[src/rtl/npu_image_loader.sv]
// npu_image_loader: upstream feeder for npu_top.
// Accepts an 8x8 stream of PIX_W-bit grayscale pixels over valid/ready, thresholds each pixel
// to one bit (1 iff pix_data >= THRESH), packs the 64 bits LSB-first into image, pulses start
// and holds image stable until npu_done. Framing errors pulse err_frame; frame_cnt counts
// launched images.
//
// Ports:
//   clk, rst             clock, synchronous active-high reset
//   pix_valid/pix_ready  pixel handshake; pix_data and pix_last sampled on transfer
//   image, start         packed image and its one-cycle "new image" strobe
//   npu_done, busy       NPU completion input and image-in-use status
//   err_frame            one-cycle pulse on a framing error
//   frame_cnt            number of images launched (wraps)
//
// Build option: define NPU_LDR_DBUF_EN to keep filling while the NPU computes (adds state PEND).

module npu_image_loader #(
   parameter int unsigned PIX_W  = 8,
   parameter int unsigned THRESH = 8
) (
   input  logic             clk,
   input  logic             rst,
   input  logic             pix_valid,
   input  logic [PIX_W-1:0] pix_data,
   input  logic             pix_last,
   output logic             pix_ready,
   output logic [63:0]      image,
   output logic             start,
   input  logic             npu_done,
   output logic             busy,
   output logic             err_frame,
   output logic [15:0]      frame_cnt
);

   // Compare at a width that holds both operands so an oversized THRESH never truncates.
   localparam int unsigned CmpW = (PIX_W > 32) ? PIX_W : 32;

`ifdef NPU_LDR_DBUF_EN
   typedef enum logic [1:0] {StFill, StLaunch, StWait, StPend} state_e;
`else
   typedef enum logic [1:0] {StFill, StLaunch, StWait} state_e;
`endif

   state_e      state_q, state_d;
   logic [5:0]  idx_q, idx_d;
   logic [63:0] fbuf_q, fbuf_d;
   logic [63:0] image_q, image_d;
   logic        ready_q, ready_d;
   logic        start_q, start_d;
   logic        busy_q, busy_d;
   logic        err_q, err_d;
   logic [15:0] cnt_q, cnt_d;

   logic xfer;
   logic pix_bit;
   logic at_end;
   logic frame_done;

   always_comb begin
      xfer       = pix_valid & ready_q;
      pix_bit    = CmpW'(pix_data) >= CmpW'(THRESH);
      at_end     = (idx_q == 6'd63);
      frame_done = 1'b0;

      state_d = state_q;
      idx_d   = idx_q;
      fbuf_d  = fbuf_q;
      image_d = image_q;
      start_d = 1'b0;
      busy_d  = busy_q;
      err_d   = 1'b0;
      cnt_d   = cnt_q;

      // The 64th pixel always completes a frame; pix_last only decides whether it was framed
      // correctly. An early pix_last drops the partial frame by rewinding the index.
      if (xfer) begin
         fbuf_d[idx_q] = pix_bit;
         err_d         = pix_last ^ at_end;
         if (at_end) begin
            idx_d      = 6'd0;
            frame_done = 1'b1;
         end else if (pix_last) begin
            idx_d = 6'd0;
         end else begin
            idx_d = idx_q + 6'd1;
         end
      end

      case (state_q)
         StFill: begin
            if (frame_done) state_d = StLaunch;
         end
         StLaunch: begin
            image_d = fbuf_q;
            start_d = 1'b1;
            busy_d  = 1'b1;
            cnt_d   = cnt_q + 16'd1;
            state_d = StWait;
         end
         StWait: begin
`ifdef NPU_LDR_DBUF_EN
            if (npu_done) begin
               busy_d  = 1'b0;
               state_d = frame_done ? StLaunch : StFill;
            end else if (frame_done) begin
               state_d = StPend;
            end
`else
            if (npu_done) begin
               busy_d  = 1'b0;
               state_d = StFill;
            end
`endif
         end
`ifdef NPU_LDR_DBUF_EN
         StPend: begin
            if (npu_done) begin
               busy_d  = 1'b0;
               state_d = StLaunch;
            end
         end
`endif
         default: state_d = StFill;
      endcase

      // Ready is registered from the next state so it drops in the cycle after the 64th pixel.
`ifdef NPU_LDR_DBUF_EN
      ready_d = (state_d == StFill) || (state_d == StWait);
`else
      ready_d = (state_d == StFill);
`endif
   end

   always_ff @(posedge clk) begin
      if (rst) begin
         state_q <= StFill;
         idx_q   <= 6'd0;
         fbuf_q  <= 64'h0;
         image_q <= 64'h0;
         ready_q <= 1'b0;
         start_q <= 1'b0;
         busy_q  <= 1'b0;
         err_q   <= 1'b0;
         cnt_q   <= 16'd0;
      end else begin
         state_q <= state_d;
         idx_q   <= idx_d;
         fbuf_q  <= fbuf_d;
         image_q <= image_d;
         ready_q <= ready_d;
         start_q <= start_d;
         busy_q  <= busy_d;
         err_q   <= err_d;
         cnt_q   <= cnt_d;
      end
   end

   assign pix_ready = ready_q;
   assign image     = image_q;
   assign start     = start_q;
   assign busy      = busy_q;
   assign err_frame = err_q;
   assign frame_cnt = cnt_q;

endmodule

[config.mk]
export PLATFORM = sky130hd
export DESIGN_NAME = npu_image_loader
export DESIGN_NICKNAME = d
export VERILOG_FILES = /design/src/rtl/npu_image_loader.sv
export SDC_FILE = /design/constraint.sdc
export NUM_CORES = 1
export LEC_CHECK = 0
export CAP_MARGIN = 20
export CORE_MARGIN = 3
export CORE_UTILIZATION = 45
export CTS_CLUSTER_DIAMETER = 200
export DETAILED_ROUTE_END_ITERATION = 10
export PLACE_DENSITY = 0.69
export SYNTH_ARGS = -nofsm -noshare
export SYNTH_HDL_FRONTEND = slang
export SYNTH_SLANG_ARGS = --single-unit
[constraint.sdc]
create_clock -name clk -period 4.9 [get_ports clk]
set_input_delay 0.49 -clock clk [delete_from_list [all_inputs] [get_ports clk]]
set_output_delay 0.49 -clock clk [all_outputs]
set_load 0.01 [all_outputs]
==> flow_metrics.env, run 1 <==
export IMPL_hold_viol=0
export IMPL_crit_path_end_kind="flip-flop"
export IMPL_cts_sinks=156
export IMPL_final_common_cell="dfxtp_1"
export IMPL_slowest_stage="nor3_1"
export IMPL_min_period_over_period_pct=56.7
export IMPL_tightest_slew_ns=1.03
export IMPL_avgRoutedWirePerCell_um=14.7
export IMPL_nNetsFinal=778
export IMPL_yosysUniqueCellTypes=37
export IMPL_synth_warnings=0
export IMPL_finalNonFillerCells=948
export IMPL_cts_tree="done"
export IMPL_setup_tns_ns=0
export IMPL_core_um2=12700
export IMPL_rsz0062_at_grt="no"
export IMPL_ff2ff_path_depth=4
export IMPL_fmax_ghz=0.360
export IMPL_ctsResizeCount=0
export IMPL_final_cell_mix="dfxtp_1, nand2_1, a21oi_1, clkdlybuf4s50_1, nor2_1"
export IMPL_critPathCapture="fbuf_q[60]$_SDFFE_PP0P_"
export IMPL_drive_gt1_share_pct=6.44
export IMPL_clk_path_buf_depth=2
export IMPL_power_mw=2.62
export IMPL_clock_root_buffer="clkbuf_16"
export IMPL_p_leak_nw=2.26
export IMPL_routed_wl_um=13900
export IMPL_grt_max_degree=103
export IMPL_viasPerCell=5.45
export IMPL_initial_utilization_pct=46.5
export IMPL_fin_skew_ns=0.00644
export IMPL_grt_pass1_wl_um=23100
export IMPL_min_path_type="flip-flop to flip-flop"
export IMPL_cts_hold_buf=0
export IMPL_grt_pass1_vias=4887
export IMPL_io_pins=97
export IMPL_globalRouteOverflowTotal=0
export IMPL_grtUsageTotal_pct=19.4
export IMPL_syn_to_final_growth_pct=26.7
export IMPL_num_vias=5167
export IMPL_final_antenna_net_count=0
export IMPL_chipWidth_um=121
export IMPL_postCtsSetupBuffers=0
export IMPL_synthesis_area_um2=5920
export IMPL_worstPathRequired_ns=5.22
export IMPL_dp_hpwl_um=8660
export IMPL_fin_crit_ns=2.78
export IMPL_crit_path_cell_trace="clkdlybuf4s50_1 > nand3_1 > nor3_1 > a21oi_1 > a311oi_1"
export IMPL_dr_pass1_iters=7
export IMPL_min_from="fbuf_q[18]$_SDFFE_PP0P_"
export IMPL_async_flop_share_pct=0
export IMPL_io_buffer_count=93
export IMPL_drt_initial_drc_count=268
export IMPL_drv_cap=0
export IMPL_worstReg2RegEnd="fbuf_q[60]$_SDFFE_PP0P_"
export IMPL_cp_slowest_stage_delay_ns=0.91
export IMPL_ff2ff_setup_slack_ns=2.27
export IMPL_path_class="input port to flip-flop"
export IMPL_relSlewSlack_pct=31.0
export IMPL_vdd_drop_max_uv=214
export IMPL_synth_avg_cell_area_um2=8.40
export IMPL_die_area_um2=14600
export IMPL_dpl_cell_count=914
export IMPL_remaining_drc_errors=0
export IMPL_cp_data_arrival_time_ns=3.10
export IMPL_maxSlewViolCount=0
export IMPL_die_y_um=121
export IMPL_fp_row_count=41
export IMPL_antenna_found_initial=0
export IMPL_place_area_um2=6880
export IMPL_clk_latency_ns=0.42
export IMPL_synth_edff_count=0
export IMPL_syn_instance_count=704
export IMPL_cts_buffers_inserted=17
export IMPL_routabilityCongestion=0.809
export IMPL_ys_seq_area_share_pct=52.8
export IMPL_cp_startpoint="pix_valid"
export IMPL_fin_util_pct=58.9
export IMPL_htreeDepth=4
export IMPL_finalSetupViolations=0
export IMPL_synth_nets=719
export IMPL_crit_fanout=25
export IMPL_ys_flop_type="dfxtp_1"
export IMPL_powerDensity_nw_per_um2=349
export IMPL_regToRegStartpoint="idx_q[2]$_SDFFE_PP0P_"
export IMPL_synth_seq_cells=156
export IMPL_diodes=0
export IMPL_post_route_cell_area_um2=7500
export IMPL_clk_transition_reported_paths_ns=0.06
export IMPL_start_kind="input port"
export IMPL_status="complete, no violations"
## how the worst min path moves through the flow
stage / cells after the start / slack [ns] / end
CTS: 2 / 0.45 / image[62]$_SDFFE_PP0P_
global route: 2 / 0.47 / image[16]$_SDFFE_PP0P_
detailed placement: 2 / 0.45 / image[52]$_SDFFE_PP0P_
finish: 2 / 0.45 / image[18]$_SDFFE_PP0P_
floorplan: 2 / 0.43 / image[12]$_SDFFE_PP0P_
global placement: 2 / 0.45 / image[54]$_SDFFE_PP0P_
## metal layers
metal | wire [µm] | global-route usage, % | vias to the layer above | part of all wire, %
met4 | 283 | 7.29 | 0 | 2.0
met2 | 6770 | 32.0 | 149 | 49
li1 | - | - | 2579 | -
met1 | 6190 | 24.0 | 2414 | 44
met5 | 0 | 0 | - | 0
met3 | 708 | 5.57 | 25 | 5.1
## layout make-up
type	instances	area, µm²
flip-flops and latches	156	3120
clock buffers	22	474
inverters	1	3.75
clock inverters	10	115
fillers	1162	5230
well taps	172	215
repair buffers	99	990
multi-input cells	488	2570
## logic make-up (layout without fill, tap and decap cells)
family | Yosys count | after routing | synth area share [%]
compound gates | 171 | 171 | 17.7
flops | 156 | 156 | 52.8
fa+ha+maj | 2 | 2 | 0.423
mux | 4 | 4 | 0.677
xor+xnor | 14 | 14 | 2.07
buf+inv | 60 | 132 | 3.89
simple gates | 297 | 297 | 22.4
## worst max-delay path: cells and delay by family
kind                   cells  cell delay [ns]
buffers and inverters      1             0.53
AOI/OAI and AO/OA          2             0.44
and+or+nand+nor            2             1.64
## flip-flops by register name, summed over array words and instances, names as in the netlist
register,cells
err_frame,1
start,1
fbuf_q,64
pix_ready,1
idx_q,6
state_q,2
frame_cnt,16
busy,1
image,64
## cell usage after synthesis (all sizes together), types with 2 or more instances
library cell	instances	area, µm²
dfxtp	156	3120
nand2	144	541
a21oi	98	490
nor2	66	248
clkbuf	50	188
nor3	41	205
a211oi	36	270
a311oi	24	210
nor4	13	81.3
buf	9	38.8
xnor2	9	78.8
o21ai	7	35.0
nand3b	5	37.5
nand4	5	46.3
or3b	5	43.8
xor2	5	43.8
mux2i	4	40.0
nand3	4	20.0
nand2b	3	18.8
or3	3	26.3
a31oi	2	12.5
ha	2	25.0
o31ai	2	15.0
## report_power, final
part	leakage (nW)	switching [mW]	internal, mW
Clock	0.270	0.507	0.788
Combinational	0.734	0.0343	0.0133
Sequential	1.26	0.00356	1.27
## metrics by stage
step	worst slack, ns	hold slack, ns
global route	1.88	0.474
global placement	1.85	0.445
CTS	2.18	0.455
finish	2.12	0.452
floorplan	3.16	0.431
detailed placement	1.75	0.445
(Power assumes the default switching activity.)
==> inputs of run 2 (changes only) <==
==> constraint.sdc (replaced) <==
create_clock -name clk -period 2.85 [get_ports clk]
set_input_delay 0.285 -clock clk [delete_from_list [all_inputs] [get_ports clk]]
set_output_delay 0.285 -clock clk [all_outputs]
set_load 0.01 [all_outputs]
==> flow_metrics.env, run 2 (synthesis results as in run 1) <==
export IMPL_grt_pass1_wl_um=22800
export IMPL_met2_usage_pct=31.5
export IMPL_cp_slowest_stage_delay_ns=0.73
export IMPL_top_usage_layer="met2"
export IMPL_fmax_ghz=0.446
export IMPL_ctsResizeCount=0
export IMPL_hold_depth=2
export IMPL_relSlewSlack_pct=48.9
export IMPL_drv_cap=0
export IMPL_clk_latency_ns=0.41
export IMPL_chipWidth_um=121
export IMPL_pwr_share_seq_pct=47.3
export IMPL_cts_tree="done"
export IMPL_cts_buffers_inserted=17
export IMPL_htreeDepth=4
export IMPL_power_internal_mw=3.73
export IMPL_grtUsageMet3_pct=5.10
export IMPL_routabilityCongestion=0.794
export IMPL_status="complete, no violations"
export IMPL_ff2ff_path_depth=4
export IMPL_crit_path_end_kind="flip-flop"
export IMPL_fillerInstances=1151
export IMPL_postCtsSetupBuffers=0
export IMPL_grtUsageTotal_pct=19.3
export IMPL_min_path_type="input port to flip-flop"
export IMPL_final_antenna_net_count=0
export IMPL_combPwrFrac_pct=1.8
export IMPL_swShare_pct=19.4
export IMPL_fp_row_count=41
export IMPL_final_common_cell="dfxtp_1"
export IMPL_clk_transition_reported_paths_ns=0.06
export IMPL_remaining_drc_errors=0
export IMPL_crit_fanout=18
export IMPL_crit_path_cell_trace="nand2b_1 > nor2_1 > a21oi_1 > a311oi_1"
export IMPL_start_kind="flip-flop"
export IMPL_dp_hpwl_um=9100
export IMPL_drt_initial_drc_count=305
export IMPL_rsz0062_at_grt="no"
export IMPL_min_period_over_period_pct=78.6
export IMPL_core_um2=12700
export IMPL_grt_max_degree=76
export IMPL_p_switching_mw=0.899
export IMPL_initial_utilization_pct=46.5
export IMPL_maxSlewViolCount=0
export IMPL_worstPathRequired_ns=3.17
export IMPL_nNetsFinal=786
export IMPL_num_vias=5120
export IMPL_viasPerCell=5.37
export IMPL_globalRouteOverflowTotal=0
export IMPL_finalSetupViolations=0
export IMPL_dr_pass1_iters=5
export IMPL_cp_data_arrival_time_ns=2.56
export IMPL_setup_tns_ns=0
export IMPL_regToRegStartpoint="idx_q[0]$_SDFFE_PP0P_"
export IMPL_cts_sinks=156
export IMPL_clock_root_buffer="clkbuf_16"
export IMPL_vdd_drop_max_uv=360
export IMPL_cts_hold_buf=0
export IMPL_die_y_um=121
export IMPL_min_from="rst"
export IMPL_drive_gt1_share_pct=7.16
export IMPL_grt_pass1_vias=4728
export IMPL_tightest_slew_ns=0.767
export IMPL_met1_usage_pct=24.9
export IMPL_antenna_found_initial=0
export IMPL_avgRoutedWirePerCell_um=14.8
export IMPL_multi_input_area_um2=2570
export IMPL_syn_to_final_growth_pct=28.3
export IMPL_clk_path_buf_depth=2
export IMPL_worstHoldEndpoint="fbuf_q[20]$_SDFFE_PP0P_"
export IMPL_clkPwrFrac_pct=50.8
export IMPL_powerDensity_nw_per_um2=610
export IMPL_io_buffer_count=93
export IMPL_fin_skew_ns=0.00686
export IMPL_register_area_um2=3120
export IMPL_p_leak_nw=2.34
export IMPL_die_area_um2=14600
export IMPL_final_cell_mix="dfxtp_1, nand2_1, a21oi_1, clkdlybuf4s50_1, nor2_1"
export IMPL_fin_util_pct=59.7
export IMPL_ff2ff_setup_slack_ns=0.61
export IMPL_fin_crit_ns=2.24
export IMPL_io_pins=97
export IMPL_path_class="flip-flop to flip-flop"
export IMPL_slowest_stage="dfxtp_1"
export IMPL_worstReg2RegEnd="fbuf_q[57]$_SDFFE_PP0P_"
export IMPL_hold_viol=0
export IMPL_routed_wl_um=14100
export IMPL_diodes=0
## run 2: changes by cell type in the layout (fill, tap and decap cells not counted), sizes merged
cell / previous run / this run
clkinv: 2 / 4
clkinvlp: 6 / 0
buf: 7 / 15
bufinv: 2 / 4
## run 2: worst max-delay path: cells and delay by family (launching register included)
kind | cells | cell delay, ns
AOI/OAI and AO/OA | 2 | 0.40
DFF | 1 | 0.73
and+or+nand+nor | 2 | 1.01
## run 2: per-layer routing
metal / vias up / routed length, µm
met2: 111 / 7030
met4: 0 / 138
met1: 2398 / 6340
met3: 16 / 607
li1: 2595 / -
met5: - / 0
## run 2: power groups by stage
stage / registers, mW / logic (mW) / clock network (mW)
floorplan: 2.23 / 0.0548 / 0
global placement: 2.24 / 0.0817 / 0
detailed placement: 2.24 / 0.0837 / 0
CTS: 2.19 / 0.0841 / 2.39
global route: 2.19 / 0.0925 / 2.48
finish: 2.19 / 0.0849 / 2.35
## run 2: per-stage QoR
| step | std cells | cell area (µm²) | hold slack, ns | worst slack [ns] | total power, mW |
|---|---|---|---|---|---|
| 5_1_grt | 954 | 7590 | 0.456 | 0.384 | 4.76 |
| 3_3_place_gp | 924 | 6980 | 0.446 | 0.607 | 2.32 |
| 2_1_floorplan | 704 | 5920 | 0.431 | 1.11 | 2.29 |
| 6_report | 954 | 7590 | 0.435 | 0.609 | 4.63 |
| 3_5_place_dp | 924 | 6980 | 0.446 | 0.448 | 2.32 |
| 4_1_cts | 954 | 7590 | 0.400 | 0.632 | 4.67 |
## run 2: final cells by class
| class | instances | area share, % |
|---|---|---|
| Tap cell | 172 | 2.84 |
| Timing Repair Buffer | 107 | 13.9 |
| Clock buffer | 22 | 6.25 |
| Multi-Input combinational cell | 488 | 33.9 |
| Sequential cell | 156 | 41.1 |
| Inverter | 1 | 0.0495 |
| Clock inverter | 8 | 1.85 |
## run 2: how the worst max path moves through the flow
stage / to / startpoint
after floorplan: frame_cnt[15]$_SDFFE_PP0P_ / frame_cnt[3]$_SDFFE_PP0P_
after global placement: fbuf_q[0]$_SDFFE_PP0P_ / pix_valid
after detailed placement: fbuf_q[63]$_SDFFE_PP0P_ / pix_valid
after CTS: fbuf_q[57]$_SDFFE_PP0P_ / idx_q[0]$_SDFFE_PP0P_
after global routing: fbuf_q[25]$_SDFFE_PP0P_ / idx_q[0]$_SDFFE_PP0P_
final: fbuf_q[57]$_SDFFE_PP0P_ / idx_q[0]$_SDFFE_PP0P_
